--- src/rtl/eeprom_iic_pkg.sv ---
// Shared types and constants for the I2C EEPROM target.
// Holds the FSM state encoding and the default device select code.
`timescale 1ns/1ps
package eeprom_iic_pkg;

    localparam logic [6:0] DEF_DEV_ADDR = 7'h50;

    typedef enum logic [3:0] {
        IDLE,
        DEV,
        DEV_ACK,
        ADDR,
        ADDR_ACK,
        WR,
        WR_ACK,
        RD,
        RD_ACK,
        WAIT_STOP
    } state_e;

endpackage

--- src/rtl/iic_bus_cond_det.sv ---
// SCL/SDA synchronizers with SCL edge and START/STOP detection.
// Bit [1] of each shift is the synchronized level, bit [2] its previous value.
`timescale 1ns/1ps
module iic_bus_cond_det (
    input  logic clk,
    input  logic rst_n,
    input  logic scl_in,
    input  logic sda_in,
    output logic sda,
    output logic scl_rise,
    output logic scl_fall,
    output logic start,
    output logic stop
);

    logic [2:0] scl_q, scl_d;
    logic [2:0] sda_q, sda_d;

    always_comb begin
        scl_d = {scl_q[1:0], scl_in};
        sda_d = {sda_q[1:0], sda_in};
    end

    always_ff @(posedge clk) begin
        if (!rst_n) begin
            scl_q <= 3'b111;
            sda_q <= 3'b111;
        end else begin
            scl_q <= scl_d;
            sda_q <= sda_d;
        end
    end

    assign sda      = sda_q[1];
    assign scl_rise = scl_q[1] & ~scl_q[2];
    assign scl_fall = ~scl_q[1] & scl_q[2];
    assign start    = scl_q[1] & scl_q[2] & sda_q[2] & ~sda_q[1];
    assign stop     = scl_q[1] & scl_q[2] & ~sda_q[2] & sda_q[1];

endmodule

--- src/rtl/eeprom_iic_tgt.sv ---
// I2C target front-end for a 24Cxx-style EEPROM byte array.
// Handles device select, address bytes, page writes and sequential reads.
`timescale 1ns/1ps
module eeprom_iic_tgt
    import eeprom_iic_pkg::*;
#(
    parameter logic [6:0] DEV_ADDR      = DEF_DEV_ADDR,
    parameter int         ADDR_WIDTH    = 12,
    parameter int         PAGE_SIZE     = 32,
    parameter int         REG_ADDR_SIZE = 2
) (
    input  logic                  clk,
    input  logic                  rst_n,
    input  logic                  iic_scl,
    input  logic                  iic_sda_in,
    output logic                  iic_sda_out,
    output logic                  iic_sda_out_en,
    output logic [ADDR_WIDTH-1:0] mem_addr,
    output logic                  mem_wr_en,
    output logic [7:0]            mem_wr_data,
    output logic                  mem_rd_en,
    input  logic [7:0]            mem_rd_data,
    output logic                  busy
);

    localparam logic [ADDR_WIDTH-1:0] PAGE_MASK = ADDR_WIDTH'(PAGE_SIZE - 1);
    localparam logic [1:0]            RA_LAST   = 2'(REG_ADDR_SIZE);

    logic sda, scl_rise, scl_fall, start, stop;

    iic_bus_cond_det u_det (
        .clk      (clk),
        .rst_n    (rst_n),
        .scl_in   (iic_scl),
        .sda_in   (iic_sda_in),
        .sda      (sda),
        .scl_rise (scl_rise),
        .scl_fall (scl_fall),
        .start    (start),
        .stop     (stop)
    );

    state_e                state_q, state_d;
    logic [3:0]            bit_cnt_q, bit_cnt_d;
    logic [1:0]            addr_cnt_q, addr_cnt_d;
    logic [7:0]            sh_q, sh_d;
    logic                  rw_q, rw_d;
    logic [7:0]            rd_byte_q, rd_byte_d;
    logic                  rd_pend_q, rd_pend_d;
    logic                  sda_out_q, sda_out_d;
    logic                  sda_en_q, sda_en_d;
    logic [ADDR_WIDTH-1:0] mem_addr_q, mem_addr_d;
    logic                  mem_wr_en_q, mem_wr_en_d;
    logic [7:0]            mem_wr_data_q, mem_wr_data_d;
    logic                  mem_rd_en_q, mem_rd_en_d;
    logic                  busy_q, busy_d;

    always_comb begin
        state_d       = state_q;
        bit_cnt_d     = bit_cnt_q;
        addr_cnt_d    = addr_cnt_q;
        sh_d          = sh_q;
        rw_d          = rw_q;
        sda_out_d     = sda_out_q;
        sda_en_d      = sda_en_q;
        mem_addr_d    = mem_addr_q;
        mem_wr_en_d   = 1'b0;
        mem_wr_data_d = mem_wr_data_q;
        mem_rd_en_d   = 1'b0;
        busy_d        = busy_q;
        // read data arrives one clk after the strobe
        rd_pend_d     = mem_rd_en_q;
        rd_byte_d     = rd_pend_q ? mem_rd_data : rd_byte_q;

        if (stop) begin
            state_d   = IDLE;
            sda_out_d = 1'b1;
            sda_en_d  = 1'b0;
            busy_d    = 1'b0;
        end else if (start) begin
            state_d   = DEV;
            bit_cnt_d = 4'd0;
            sda_out_d = 1'b1;
            sda_en_d  = 1'b0;
        end else begin
            unique case (state_q)
                IDLE, WAIT_STOP: begin
                end
                DEV, ADDR, WR: begin
                    if (scl_rise) begin
                        sh_d      = {sh_q[6:0], sda};
                        bit_cnt_d = bit_cnt_q + 4'd1;
                    end else if (scl_fall && bit_cnt_q == 4'd8) begin
                        sda_out_d = 1'b0;
                        sda_en_d  = 1'b1;
                        if (state_q == DEV) begin
                            if (sh_q[7:1] == DEV_ADDR) begin
                                state_d = DEV_ACK;
                                rw_d    = sh_q[0];
                                busy_d  = 1'b1;
                            end else begin
                                state_d   = WAIT_STOP;
                                sda_out_d = 1'b1;
                                sda_en_d  = 1'b0;
                                busy_d    = 1'b0;
                            end
                        end else if (state_q == ADDR) begin
                            state_d    = ADDR_ACK;
                            mem_addr_d = ADDR_WIDTH'({mem_addr_q, sh_q});
                            addr_cnt_d = addr_cnt_q + 2'd1;
                        end else begin
                            state_d       = WR_ACK;
                            mem_wr_en_d   = 1'b1;
                            mem_wr_data_d = sh_q;
                        end
                    end
                end
                DEV_ACK: begin
                    // fetch early so the first read bit is ready at the fall
                    if (scl_rise && rw_q) begin
                        mem_rd_en_d = 1'b1;
                    end else if (scl_fall) begin
                        bit_cnt_d = 4'd0;
                        if (rw_q) begin
                            state_d   = RD;
                            sda_out_d = rd_byte_q[7];
                            sda_en_d  = 1'b1;
                            sh_d      = {rd_byte_q[6:0], 1'b0};
                        end else begin
                            state_d    = ADDR;
                            addr_cnt_d = 2'd0;
                            sda_out_d  = 1'b1;
                            sda_en_d   = 1'b0;
                        end
                    end
                end
                ADDR_ACK: begin
                    if (scl_fall) begin
                        state_d   = (addr_cnt_q == RA_LAST) ? WR : ADDR;
                        bit_cnt_d = 4'd0;
                        sda_out_d = 1'b1;
                        sda_en_d  = 1'b0;
                    end
                end
                WR_ACK: begin
                    if (scl_fall) begin
                        state_d    = WR;
                        bit_cnt_d  = 4'd0;
                        sda_out_d  = 1'b1;
                        sda_en_d   = 1'b0;
                        mem_addr_d = (mem_addr_q & ~PAGE_MASK)
                                   | ((mem_addr_q + 1'b1) & PAGE_MASK);
                    end
                end
                RD: begin
                    if (scl_rise) begin
                        bit_cnt_d = bit_cnt_q + 4'd1;
                    end else if (scl_fall) begin
                        if (bit_cnt_q == 4'd8) begin
                            state_d   = RD_ACK;
                            sda_out_d = 1'b1;
                            sda_en_d  = 1'b0;
                        end else begin
                            sda_out_d = sh_q[7];
                            sh_d      = {sh_q[6:0], 1'b0};
                        end
                    end
                end
                RD_ACK: begin
                    // address advances after every byte read, ACK or NACK
                    if (scl_rise) begin
                        mem_addr_d = mem_addr_q + 1'b1;
                        if (!sda) begin
                            mem_rd_en_d = 1'b1;
                        end else begin
                            state_d = WAIT_STOP;
                        end
                    end else if (scl_fall) begin
                        state_d   = RD;
                        bit_cnt_d = 4'd0;
                        sda_out_d = rd_byte_q[7];
                        sda_en_d  = 1'b1;
                        sh_d      = {rd_byte_q[6:0], 1'b0};
                    end
                end
                default: begin
                    state_d = IDLE;
                end
            endcase
        end
    end

    always_ff @(posedge clk) begin
        if (!rst_n) begin
            state_q       <= IDLE;
            bit_cnt_q     <= 4'd0;
            addr_cnt_q    <= 2'd0;
            sh_q          <= 8'h00;
            rw_q          <= 1'b0;
            rd_byte_q     <= 8'h00;
            rd_pend_q     <= 1'b0;
            sda_out_q     <= 1'b1;
            sda_en_q      <= 1'b0;
            mem_addr_q    <= '0;
            mem_wr_en_q   <= 1'b0;
            mem_wr_data_q <= 8'h00;
            mem_rd_en_q   <= 1'b0;
            busy_q        <= 1'b0;
        end else begin
            state_q       <= state_d;
            bit_cnt_q     <= bit_cnt_d;
            addr_cnt_q    <= addr_cnt_d;
            sh_q          <= sh_d;
            rw_q          <= rw_d;
            rd_byte_q     <= rd_byte_d;
            rd_pend_q     <= rd_pend_d;
            sda_out_q     <= sda_out_d;
            sda_en_q      <= sda_en_d;
            mem_addr_q    <= mem_addr_d;
            mem_wr_en_q   <= mem_wr_en_d;
            mem_wr_data_q <= mem_wr_data_d;
            mem_rd_en_q   <= mem_rd_en_d;
            busy_q        <= busy_d;
        end
    end

    assign iic_sda_out    = sda_out_q;
    assign iic_sda_out_en = sda_en_q;
    assign mem_addr       = mem_addr_q;
    assign mem_wr_en      = mem_wr_en_q;
    assign mem_wr_data    = mem_wr_data_q;
    assign mem_rd_en      = mem_rd_en_q;
    assign busy           = busy_q;

endmodule

--- config.mk ---
export PLATFORM = sky130hd
export DESIGN_NAME = eeprom_iic_tgt
export DESIGN_NICKNAME = d
export VERILOG_FILES = /design/src/rtl/eeprom_iic_pkg.sv /design/src/rtl/iic_bus_cond_det.sv /design/src/rtl/eeprom_iic_tgt.sv
export SDC_FILE = /design/constraint.sdc
export NUM_CORES = 1
export LEC_CHECK = 0
export CAP_MARGIN = 20
export CORE_MARGIN = 2
export CORE_UTILIZATION = 60
export CTS_CLUSTER_DIAMETER = 200
export DETAILED_ROUTE_END_ITERATION = 10
export DONT_BUFFER_PORTS = 1
export GPL_TIMING_DRIVEN = 0
export PLACE_DENSITY = 0.76
export SYNTH_ARGS = -nofsm -noshare
export SYNTH_HDL_FRONTEND = slang
export SYNTH_HIERARCHICAL = 1
export SYNTH_SLANG_ARGS = --single-unit
--- constraint.sdc ---
create_clock -name clk -period 4.7 [get_ports clk]
set_input_delay 0.94 -clock clk [delete_from_list [all_inputs] [get_ports clk]]
set_output_delay 0.94 -clock clk [all_outputs]
set_load 0.05 [all_outputs]
==> impl_metrics.py, run 1 <==
metrics = {
    "outcome": {
        "status": "complete, no violations",
    },
    "floorplanning": {
        "start_util": 0.617,
        "die_h_um": 78.8,
        "die_x_um": 78.8,
        "die_area_mm2": 0.00620,
        "io_pins": 37,
        "rows": 27,
        "core_region_area_mm2": 0.00544,
    },
    "sta": {
        "max_freq_ghz": 0.387,
        "worst_pin_slew_ns": 1.03,
        "skew_ns": 0.0136,
        "drv_slew": 0,
        "finalSetupViolCount": 0,
        "max_slew_margin": 0.315,
        "timing.hold.ws_ns": 0.416,
        "min_period_ns": 2.58,
        "fin_crit_sh": 0.550,
        "setup_tns_ns": 0,
        "hold_viol": 0,
        "rsz0062_at_grt": "no",
    },
    "synthesis": {
        "synth_flop_cell": "dfxtp_1",
        "synthTopCellsByArea": "dfxtp_1 (35%), mux2i_1 (8.4%), a21oi_1 (5.4%)",
        "yosysUniqueCellTypes": 61,
        "yosys.area.top_type": "dfxtp_1",
        "syn_nets": 426,
        "yosys_warnings": 6,
        "avgSynthCellArea_um2": 8.18,
        "synth.yosys.seq_area_share": 0.352,
        "synth_enable_flop_cells": 0,
        "synth_cells": 410,
        "synth_top_cell_area_share": 0.352,
        "async_flop_share": 0,
        "synth-seq-cells": 59,
        "synthesis.area_mm2": 0.00335,
    },
    "grt": {
        "overflow": 0,
        "track_usage": 0.322,
        "grt_pass1_vias": 3133,
        "grt_pass1_wl_um": 15500,
        "grt_max_degree": 11,
        "antenna_found_initial": 0,
    },
    "route": {
        "wl_um": 9450,
        "wl_per_cell_um": 19.0,
        "wl_met2_um": 4210,
        "final_antenna_net_count": 0,
        "drt-initial-drc-count": 320,
        "wl_met3_um": 788,
        "drt-vias-per-instance": 6.52,
        "drc": 0,
        "topRoutingLayerUsed": "met4",
        "firstDrtPassIters": 5,
        "vias": 3242,
        "met1Wirelength_um": 4200,
    },
    "clocking": {
        "cts_buffer_depth": 2,
        "clkTransAtPathRegs_ns": 0.07,
        "cts_setup_buffers": 0,
        "cts_root_buffer": "clkbuf_8",
        "cts_tree": "yes",
        "numCtsBuffers": 9,
        "cts.sinks": 59,
        "htreeDepth": 3,
        "cts.repair.resized": 0,
        "ctsHoldBuffers": 0,
        "clk-insertion-delay-late_ns": 0.34,
    },
    "place": {
        "routabilityCongestion": 0.972,
        "io_buffers": 0,
        "dp_hpwl_um": 6620,
    },
    "job": {
        "maxCapViolCount": 0,
    },
    "setup_path": {
        "crit_type": "reg -> reg",
        "crit_arrival_ns": 2.79,
        "end_kind": "flop",
        "startpoint_type": "flop",
        "required_ns": 4.91,
        "worstPathMaxFanout": 10,
    },
    "layout": {
        "nets": 437,
        "fillCellCount": 478,
        "multiInputGateArea_mm2": 0.00198,
        "seq_area_mm2": 0.00118,
        "final_util": 0.675,
        "drive_gt1_frac": 0.0918,
        "syn2layout_area_growth_pct": 9.40,
        "n_antenna_cell": 0,
    },
    "worst_hold_path": {
        "hold_class": "reg -> reg",
    },
    "power_and_ir_drop": {
        "irDropWorstVdd_mv": 0.245,
        "power_density_mw_per_mm2": 433,
        "p_leak_uw": 0.00127,
    },
}
[layer usage]
metal | global-route usage | up-vias
met5 | 0 | -
met4 | 0.135 | 0
met2 | 0.489 | 159
li1 | - | 1529
met3 | 0.0977 | 29
met1 | 0.424 | 1525
[final timing paths]
path	cells past startpoint	to	start	slack, ns
setup / recovery	7	mem_addr[5]$_SDFFE_PN0P_	state_q[2]$_SDFFE_PP0P_	2.12
hold / removal	1	u_det/scl_q[1]$_SDFF_PN1_	u_det/scl_q[0]$_SDFF_PN1_	0.42
setup reg to reg	7	mem_addr[5]$_SDFFE_PN0P_	state_q[2]$_SDFFE_PP0P_	2.12
hold reg to reg	1	u_det/scl_q[1]$_SDFF_PN1_	u_det/scl_q[0]$_SDFF_PN1_	0.42
[final cells by class]
class | count | share of cell area
buffer | 28 | 0.0395
clock inverter | 4 | 0.0201
inverter | 13 | 0.0133
sequential | 59 | 0.322
tap | 72 | 0.0245
multi-input combinational | 310 | 0.539
clock buffer | 11 | 0.0413
[power breakdown]
group          internal, uW  leakage (uW)  switching (uW)
combinational           176      0.000673             302
clock                   325      0.000115             212
sequential              524      0.000477            48.6
[sequential cells by signal, summed over array words and instances, names as in the netlist]
| register | count |
|---|---|
| iic_sda_out_en | 1 |
| bit_cnt_q | 4 |
| sh_q | 8 |
| rw_q | 1 |
| state_q | 4 |
| iic_sda_out | 1 |
| mem_rd_en | 1 |
| addr_cnt_q | 2 |
| mem_wr_data | 8 |
| u_det/scl_q | 3 |
| rd_pend_q | 1 |
| busy | 1 |
| mem_addr | 12 |
| mem_wr_en | 1 |
| u_det/sda_q | 3 |
| rd_byte_q | 8 |
[cells in the mapped netlist, drive strengths merged (9+ instances only)]
master and instances:
nor2 44, nand2b 14, nand2 29, mux2i 28
a21oi 36, dfxtp 59, or3 9, nor3 14
buf 12, nand3 10, o21ai 31, inv 13
clkbuf 16
[metrics by stage]
| step | power (uW) | instance area [um^2] | worst slack (ns) | instances |
|---|---|---|---|---|
| after global placement | 1050 | 3440 | 2.14 | 482 |
| after CTS | 1580 | 3670 | 2.17 | 497 |
| after floorplan | 943 | 3350 | 2.68 | 410 |
| after detailed placement | 1050 | 3440 | 2.14 | 482 |
| after global routing | 1660 | 3670 | 1.95 | 497 |
| final | 1590 | 3670 | 2.12 | 497 |
[logic make-up after synthesis]
kind of cell | count (synthesis) | share of synthesized area
fa+ha+maj | 4 | 0.0149
mux | 28 | 0.0836
simple gates | 162 | 0.257
xor+xnor | 1 | 0.00261
buf+inv | 41 | 0.0578
flops | 59 | 0.352
compound gates | 115 | 0.232
[worst max-delay path: stages (launching register included)]
cell and delay [ns]:
dfxtp_1 0.31, buf_2 0.18, nor4b_2 0.91, a21oi_1 0.30, clkbuf_1 0.32, a21oi_1 0.20
a2bb2oi_1 0.18, nor2_1 0.05
[layout by cell type, fill, tap and decap left out, drive strengths merged, types with 5 or more instances in the layout]
cell type  netlist  final
a211oi           8      8
clkbuf          16     27
nor2            44     44
or2              5      5
buf             12     12
nor4b            6      6
nand2           29     29
nand3           10     10
mux2i           28     28
or3              9      9
inv             13     13
nor2b            5      5
nand2b          14     14
nor3            14     14
a21oi           36     36
dfxtp           59     59
o21ai           31     31
Power figures use the tool's default switching activity.
==> run 2: changes to the inputs <==
--- a/config.mk
+++ b/config.mk
@@ -7,12 +7,12 @@
 export LEC_CHECK = 0
 export CAP_MARGIN = 20
 export CORE_MARGIN = 2
-export CORE_UTILIZATION = 60
+export CORE_UTILIZATION = 57
 export CTS_CLUSTER_DIAMETER = 200
 export DETAILED_ROUTE_END_ITERATION = 10
 export DONT_BUFFER_PORTS = 1
 export GPL_TIMING_DRIVEN = 0
-export PLACE_DENSITY = 0.76
+export PLACE_DENSITY = 0.75
 export SYNTH_ARGS = -nofsm -noshare
 export SYNTH_HDL_FRONTEND = slang
 export SYNTH_HIERARCHICAL = 1
==> constraint.sdc (replaced) <==
create_clock -name clk -period 2.2 [get_ports clk]
set_input_delay 0.44 -clock clk [delete_from_list [all_inputs] [get_ports clk]]
set_output_delay 0.44 -clock clk [all_outputs]
set_load 0.05 [all_outputs]
==> impl_metrics.py, run 2 (same netlist as run 1, synthesis figures left out) <==
metrics = {
    "setup_path": {
        "r2r_setup_slack_ns": 0.06,
        "path_buf_inv": 2,
        "startpoint_type": "flop",
        "crit_path_cell_trace": "buf_6 > nand2b_1 > clkbuf_1 > a311oi_1 > a2111o_1 > or3_1 > a21oi_1",
        "end_kind": "flop",
        "crit_arrival_ns": 2.41,
        "cp_top_family": "compound AO/OA/AOI/OAI gates",
        "crit_type": "reg -> reg",
        "critPathMaxStageDelay_ns": 0.45,
        "required_ns": 2.47,
        "worstPathMaxFanout": 8,
        "cpMaxStageDelayCell": "a2111o_1",
    },
    "clocking": {
        "cts_tree": "yes",
        "cts_buffer_depth": 2,
        "cts.sinks": 59,
        "clk-insertion-delay-late_ns": 0.36,
        "htreeDepth": 3,
        "cts_root_buffer": "clkbuf_8",
        "ctsHoldBuffers": 0,
        "numCtsBuffers": 9,
        "clkTransAtPathRegs_ns": 0.08,
    },
    "route": {
        "vias": 3238,
        "final_antenna_net_count": 0,
        "drt-initial-drc-count": 248,
        "drc": 0,
        "wl_per_cell_um": 19.1,
        "drt-vias-per-instance": 6.48,
        "wl_um": 9540,
        "firstDrtPassIters": 5,
    },
    "sta": {
        "drv_slew": 0,
        "max_freq_ghz": 0.467,
        "min_period_ns": 2.14,
        "max_slew_margin": 0.532,
        "skew_ns": 0.0146,
        "rsz0062_at_grt": "yes",
        "fin_crit_sh": 0.974,
        "hold_viol": 0,
        "worst_pin_slew_ns": 0.702,
        "finalSetupViolCount": 0,
        "setup_ws_ns": 0.0573,
    },
    "layout": {
        "largest_register_ffs": 12,
        "drive_gt1_frac": 0.192,
        "final_area_mm2": 0.00386,
        "multiInputGateArea_mm2": 0.00212,
        "fillCellCount": 493,
        "most-common-layout-cells": "dfxtp_1 (53), nor2_1 (42), a21oi_1 (33), nand2_1 (29)",
        "seq_area_mm2": 0.00119,
        "nets": 439,
        "final_common_cell": "dfxtp_1",
        "final_util": 0.688,
        "syn2layout_area_growth_pct": 15.0,
        "n_antenna_cell": 0,
    },
    "grt": {
        "antenna_found_initial": 0,
        "grt_pass1_vias": 3047,
        "track_usage": 0.307,
        "overflow": 0,
        "grt_pass1_wl_um": 15200,
        "grt_max_degree": 13,
    },
    "floorplanning": {
        "io_pins": 37,
        "rows": 27,
        "die_area_mm2": 0.00651,
        "start_util": 0.598,
        "die_x_um": 80.7,
        "die_h_um": 80.7,
        "core_region_area_mm2": 0.00561,
    },
    "job": {
        "maxCapViolCount": 0,
    },
    "power_and_ir_drop": {
        "power_density_mw_per_mm2": 884,
        "p_leak_uw": 0.00133,
        "irDropWorstVdd_mv": 0.628,
    },
    "place": {
        "dp_hpwl_um": 6640,
        "place_ws_ns": -0.301,
        "io_buffers": 0,
        "routabilityCongestion": 0.927,
        "placed_area_mm2": 0.00344,
    },
    "worst_hold_path": {
        "hold_class": "in -> reg",
    },
    "outcome": {
        "status": "complete, no violations",
    },
}
==> run 2: cell count changes in the layout (fill, tap and decap cells not counted), sizes merged <==
cell	previous run	this run
buf	12	16
bufinv	2	1
clkbuf	27	23
clkinv	2	3
clkinvlp	0	2
inv	13	14
==> run 2: worst paths after layout <==
| path | to | cells after the start | from |
|---|---|---|---|
| max | addr_cnt_q[1]$_SDFFE_PN0P_ | 7 | state_q[3]$_SDFFE_PP0P_ |
| min reg2reg | u_det/sda_q[1]$_SDFF_PN1_ | 1 | u_det/sda_q[0]$_SDFF_PN1_ |
| max reg2reg | addr_cnt_q[1]$_SDFFE_PN0P_ | 7 | state_q[3]$_SDFFE_PP0P_ |
| min | u_det/sda_q[2]$_SDFF_PN1_ | 1 | rst_n |
==> run 2: area by class of cell <==
type / instances / share of cell area
buffer: 26 / 0.0457
clock buffer: 9 / 0.0321
clock inverter: 7 / 0.0198
inverter: 13 / 0.0127
multi-input combinational: 310 / 0.550
sequential: 59 / 0.308
tap: 72 / 0.0234
timing repair buffer: 4 / 0.00778
==> run 2: stage by stage <==
| step | hold slack [ns] | total power, uW | instances | TNS, ns |
|---|---|---|---|---|
| floorplan | 0.386 | 2020 | 410 | 0 |
| global placement | 0.393 | 2240 | 482 | -4.23 |
| detailed placement | 0.399 | 2240 | 482 | -4.50 |
| CTS | 0.142 | 3270 | 497 | 0 |
| global route | 0.154 | 3560 | 500 | -0.112 |
| finish | 0.148 | 3410 | 500 | 0 |
==> run 2: report_power, final <==
| group | switching (uW) | leakage (uW) | total, uW | internal (uW) |
|---|---|---|---|---|
| logic | 699 | 0.000754 | 1150 | 454 |
| registers | 105 | 0.000480 | 1230 | 1120 |
| clock network | 501 | 0.0000958 | 1030 | 528 |
| total | 1310 | 0.00133 | 3410 | 2100 |
==> run 2: worst register-to-register path, stage by stage (launching register included) <==
cell and delay [ns]:
dfxtp_1 0.33, buf_6 0.15, nand2b_1 0.11, clkbuf_1 0.39
a311oi_1 0.11, a2111o_1 0.45, or3_1 0.34, a21oi_1 0.18
==> run 2: layer usage <==
layer  share of wire  wire length, um  global-route usage  vias to the layer above
met3           0.089              849              0.0753                       27
met1            0.45             4250               0.414                     1495
met2            0.44             4230               0.460                      173
met5               0                0                   0                        -
met4           0.022              206               0.147                        0
li1                -                -                   -                     1543
==> run 2: timing repair <==
item / CTS / global route
resized for setup: 12 / 53
setup endpoints to repair: 36 / 33
setup buffers: 0 / 4
hold endpoints to repair: 0 / 0
pin swaps: 1 / 8
==> run 3: changes to the inputs <==
--- a/config.mk
+++ b/config.mk
@@ -13,6 +13,7 @@
 export DONT_BUFFER_PORTS = 1
 export GPL_TIMING_DRIVEN = 0
 export PLACE_DENSITY = 0.75
+export REMOVE_ABC_BUFFERS = 1
 export SYNTH_ARGS = -nofsm -noshare
 export SYNTH_HDL_FRONTEND = slang
 export SYNTH_HIERARCHICAL = 1
==> impl_metrics.py, run 3 (same netlist as run 1, synthesis figures left out) <==
metrics = {
    "layout": {
        "fillCellCount": 482,
        "seq_area_mm2": 0.00120,
        "syn2layout_area_growth_pct": 10.8,
        "nets": 419,
        "drive_gt1_frac": 0.150,
        "most-common-layout-cells": "dfxtp_1 (51), nor2_1 (41), a21oi_1 (35), nand2_1 (29)",
        "n_antenna_cell": 0,
        "largest_register_ffs": 12,
        "multiInputGateArea_mm2": 0.00206,
        "final_common_cell": "dfxtp_1",
    },
    "grt": {
        "grt_pass1_wl_um": 14500,
        "overflow": 0,
        "track_usage": 0.290,
        "grt_max_degree": 30,
        "grt_pass1_vias": 2955,
        "antenna_found_initial": 0,
    },
    "route": {
        "drt-initial-drc-count": 374,
        "firstDrtPassIters": 5,
        "final_antenna_net_count": 0,
        "wl_um": 9000,
        "drc": 0,
        "vias": 3173,
        "wl_per_cell_um": 18.7,
        "drt-vias-per-instance": 6.61,
    },
    "floorplanning": {
        "core_region_area_mm2": 0.00561,
        "die_h_um": 80.7,
        "die_area_mm2": 0.00651,
        "rows": 27,
        "die_x_um": 80.7,
        "io_pins": 37,
        "start_util": 0.598,
    },
    "sta": {
        "max_freq_ghz": 0.466,
        "hold_viol": 0,
        "timing.hold.ws_ns": 0.161,
        "min_period_ns": 2.14,
        "drv_slew": 0,
        "skew_ns": 0.0119,
        "max_slew_margin": 0.530,
        "fin_crit_sh": 0.974,
        "worst_pin_slew_ns": 0.704,
        "finalSetupViolCount": 0,
    },
    "power_and_ir_drop": {
        "power_density_mw_per_mm2": 908,
        "pwr-share-clk": 0.337,
        "switching_share": 0.365,
        "p_comb_frac": 0.267,
        "p_leak_uw": 0.00128,
        "p_total_uw": 3370,
        "irDropWorstVdd_mv": 0.566,
        "p_sw_uw": 1230,
        "seq_power_share": 0.395,
        "internal-power_uw": 2140,
    },
    "clocking": {
        "cts_tree": "yes",
        "cts.sinks": 59,
        "clkTransAtPathRegs_ns": 0.08,
        "cts_root_buffer": "clkbuf_8",
        "numCtsBuffers": 9,
        "htreeDepth": 3,
        "ctsHoldBuffers": 0,
        "clk-insertion-delay-late_ns": 0.36,
        "cts_buffer_depth": 2,
    },
    "setup_path": {
        "worstPathMaxFanout": 8,
        "cp_top_family": "simple AND/OR/NAND/NOR gates",
        "startpoint_type": "flop",
        "required_ns": 2.46,
        "critPathMaxStageDelay_ns": 0.61,
        "crit_type": "reg -> reg",
        "cpMaxStageDelayCell": "or4_4",
        "crit_arrival_ns": 2.40,
        "crit_path_cell_trace": "and4b_1 > or2_2 > or4_4 > mux2i_1 > nor2_1",
        "end_kind": "flop",
        "path_buf_inv": 0,
    },
    "place": {
        "routabilityCongestion": 0.937,
        "dp_hpwl_um": 5700,
        "io_buffers": 0,
    },
    "worst_hold_path": {
        "hold_class": "in -> reg",
    },
    "job": {
        "maxCapViolCount": 0,
    },
    "outcome": {
        "status": "complete, no violations",
    },
}
-- run 3: cell count changes in the layout (fill, tap and decap cells not counted), moves of 2 or more --
| cell | before | now |
|---|---|---|
| clkbuf_4 | 5 | 0 |
| clkbuf_2 | 3 | 0 |
| buf_4 | 6 | 9 |
| dfxtp_4 | 0 | 3 |
| a21oi_2 | 3 | 1 |
| buf_6 | 6 | 0 |
| dfxtp_1 | 53 | 51 |
| clkbuf_1 | 6 | 0 |
| nor2b_4 | 0 | 2 |
| nor2_2 | 0 | 2 |
| buf_2 | 3 | 0 |
| clkinvlp_4 | 2 | 0 |
| a21oi_1 | 33 | 35 |
-- run 3: area by class of cell --
type / count / area share
multi-input cells: 310 / 0.554
clock inverters: 7 / 0.0269
clock buffers: 9 / 0.0333
flip-flops and latches: 59 / 0.322
inverters: 13 / 0.0131
repair buffers: 10 / 0.0256
well taps: 72 / 0.0242
-- run 3: power groups by stage --
stage | Combinational, uW | Sequential [uW] | Clock (uW)
4_1_cts | 826 | 1330 | 1140
5_1_grt | 1000 | 1350 | 1190
2_1_floorplan | 641 | 1290 | 0
3_5_place_dp | 797 | 1340 | 0
3_3_place_gp | 785 | 1340 | 0
6_report | 903 | 1330 | 1140
-- run 3: timing repair --
item | 4_1_cts | 5_1_grt
endpoints found under the setup margin | 41 | 33
setup buffers | 3 | 6
gates resized for setup | 16 | 14
pin swaps | 0 | 3
-- run 3: worst paths after layout --
path | from | endpoint | slack [ns] | depth (start not counted)
min reg2reg | u_det/sda_q[0]$_SDFF_PN1_ | u_det/sda_q[1]$_SDFF_PN1_ | 0.40 | 1
max | u_det/sda_q[1]$_SDFF_PN1_ | mem_wr_data[3]$_SDFFE_PN0P_ | 0.06 | 5
max reg2reg | u_det/sda_q[1]$_SDFF_PN1_ | mem_wr_data[3]$_SDFFE_PN0P_ | 0.06 | 5
min | rst_n | u_det/scl_q[2]$_SDFF_PN1_ | 0.16 | 1
-- run 3: routing by layer --
layer  routed length [um]  GRT usage  vias to the layer above
met5                    0          0                        -
met3                  792     0.0899                       27
met1                 3940      0.381                     1483
li1                     -          -                     1500
met4                  170      0.114                        0
met2                 4090      0.447                      163
-- run 3: stage by stage --
| step | cell area [um^2] | setup slack [ns] | setup TNS, ns | util | cells |
|---|---|---|---|---|---|
| finish | 3720 | 0.0562 | 0 | 0.663 | 480 |
| global placement | 3300 | -0.732 | -18.51 | 0.588 | 454 |
| floorplan | 3210 | -0.0516 | -0.307 | - | 382 |
| global route | 3720 | -0.000120 | -0.000120 | 0.663 | 480 |
| detailed placement | 3330 | -0.749 | -18.31 | 0.593 | 455 |
| CTS | 3630 | 0.0156 | 0 | 0.647 | 474 |
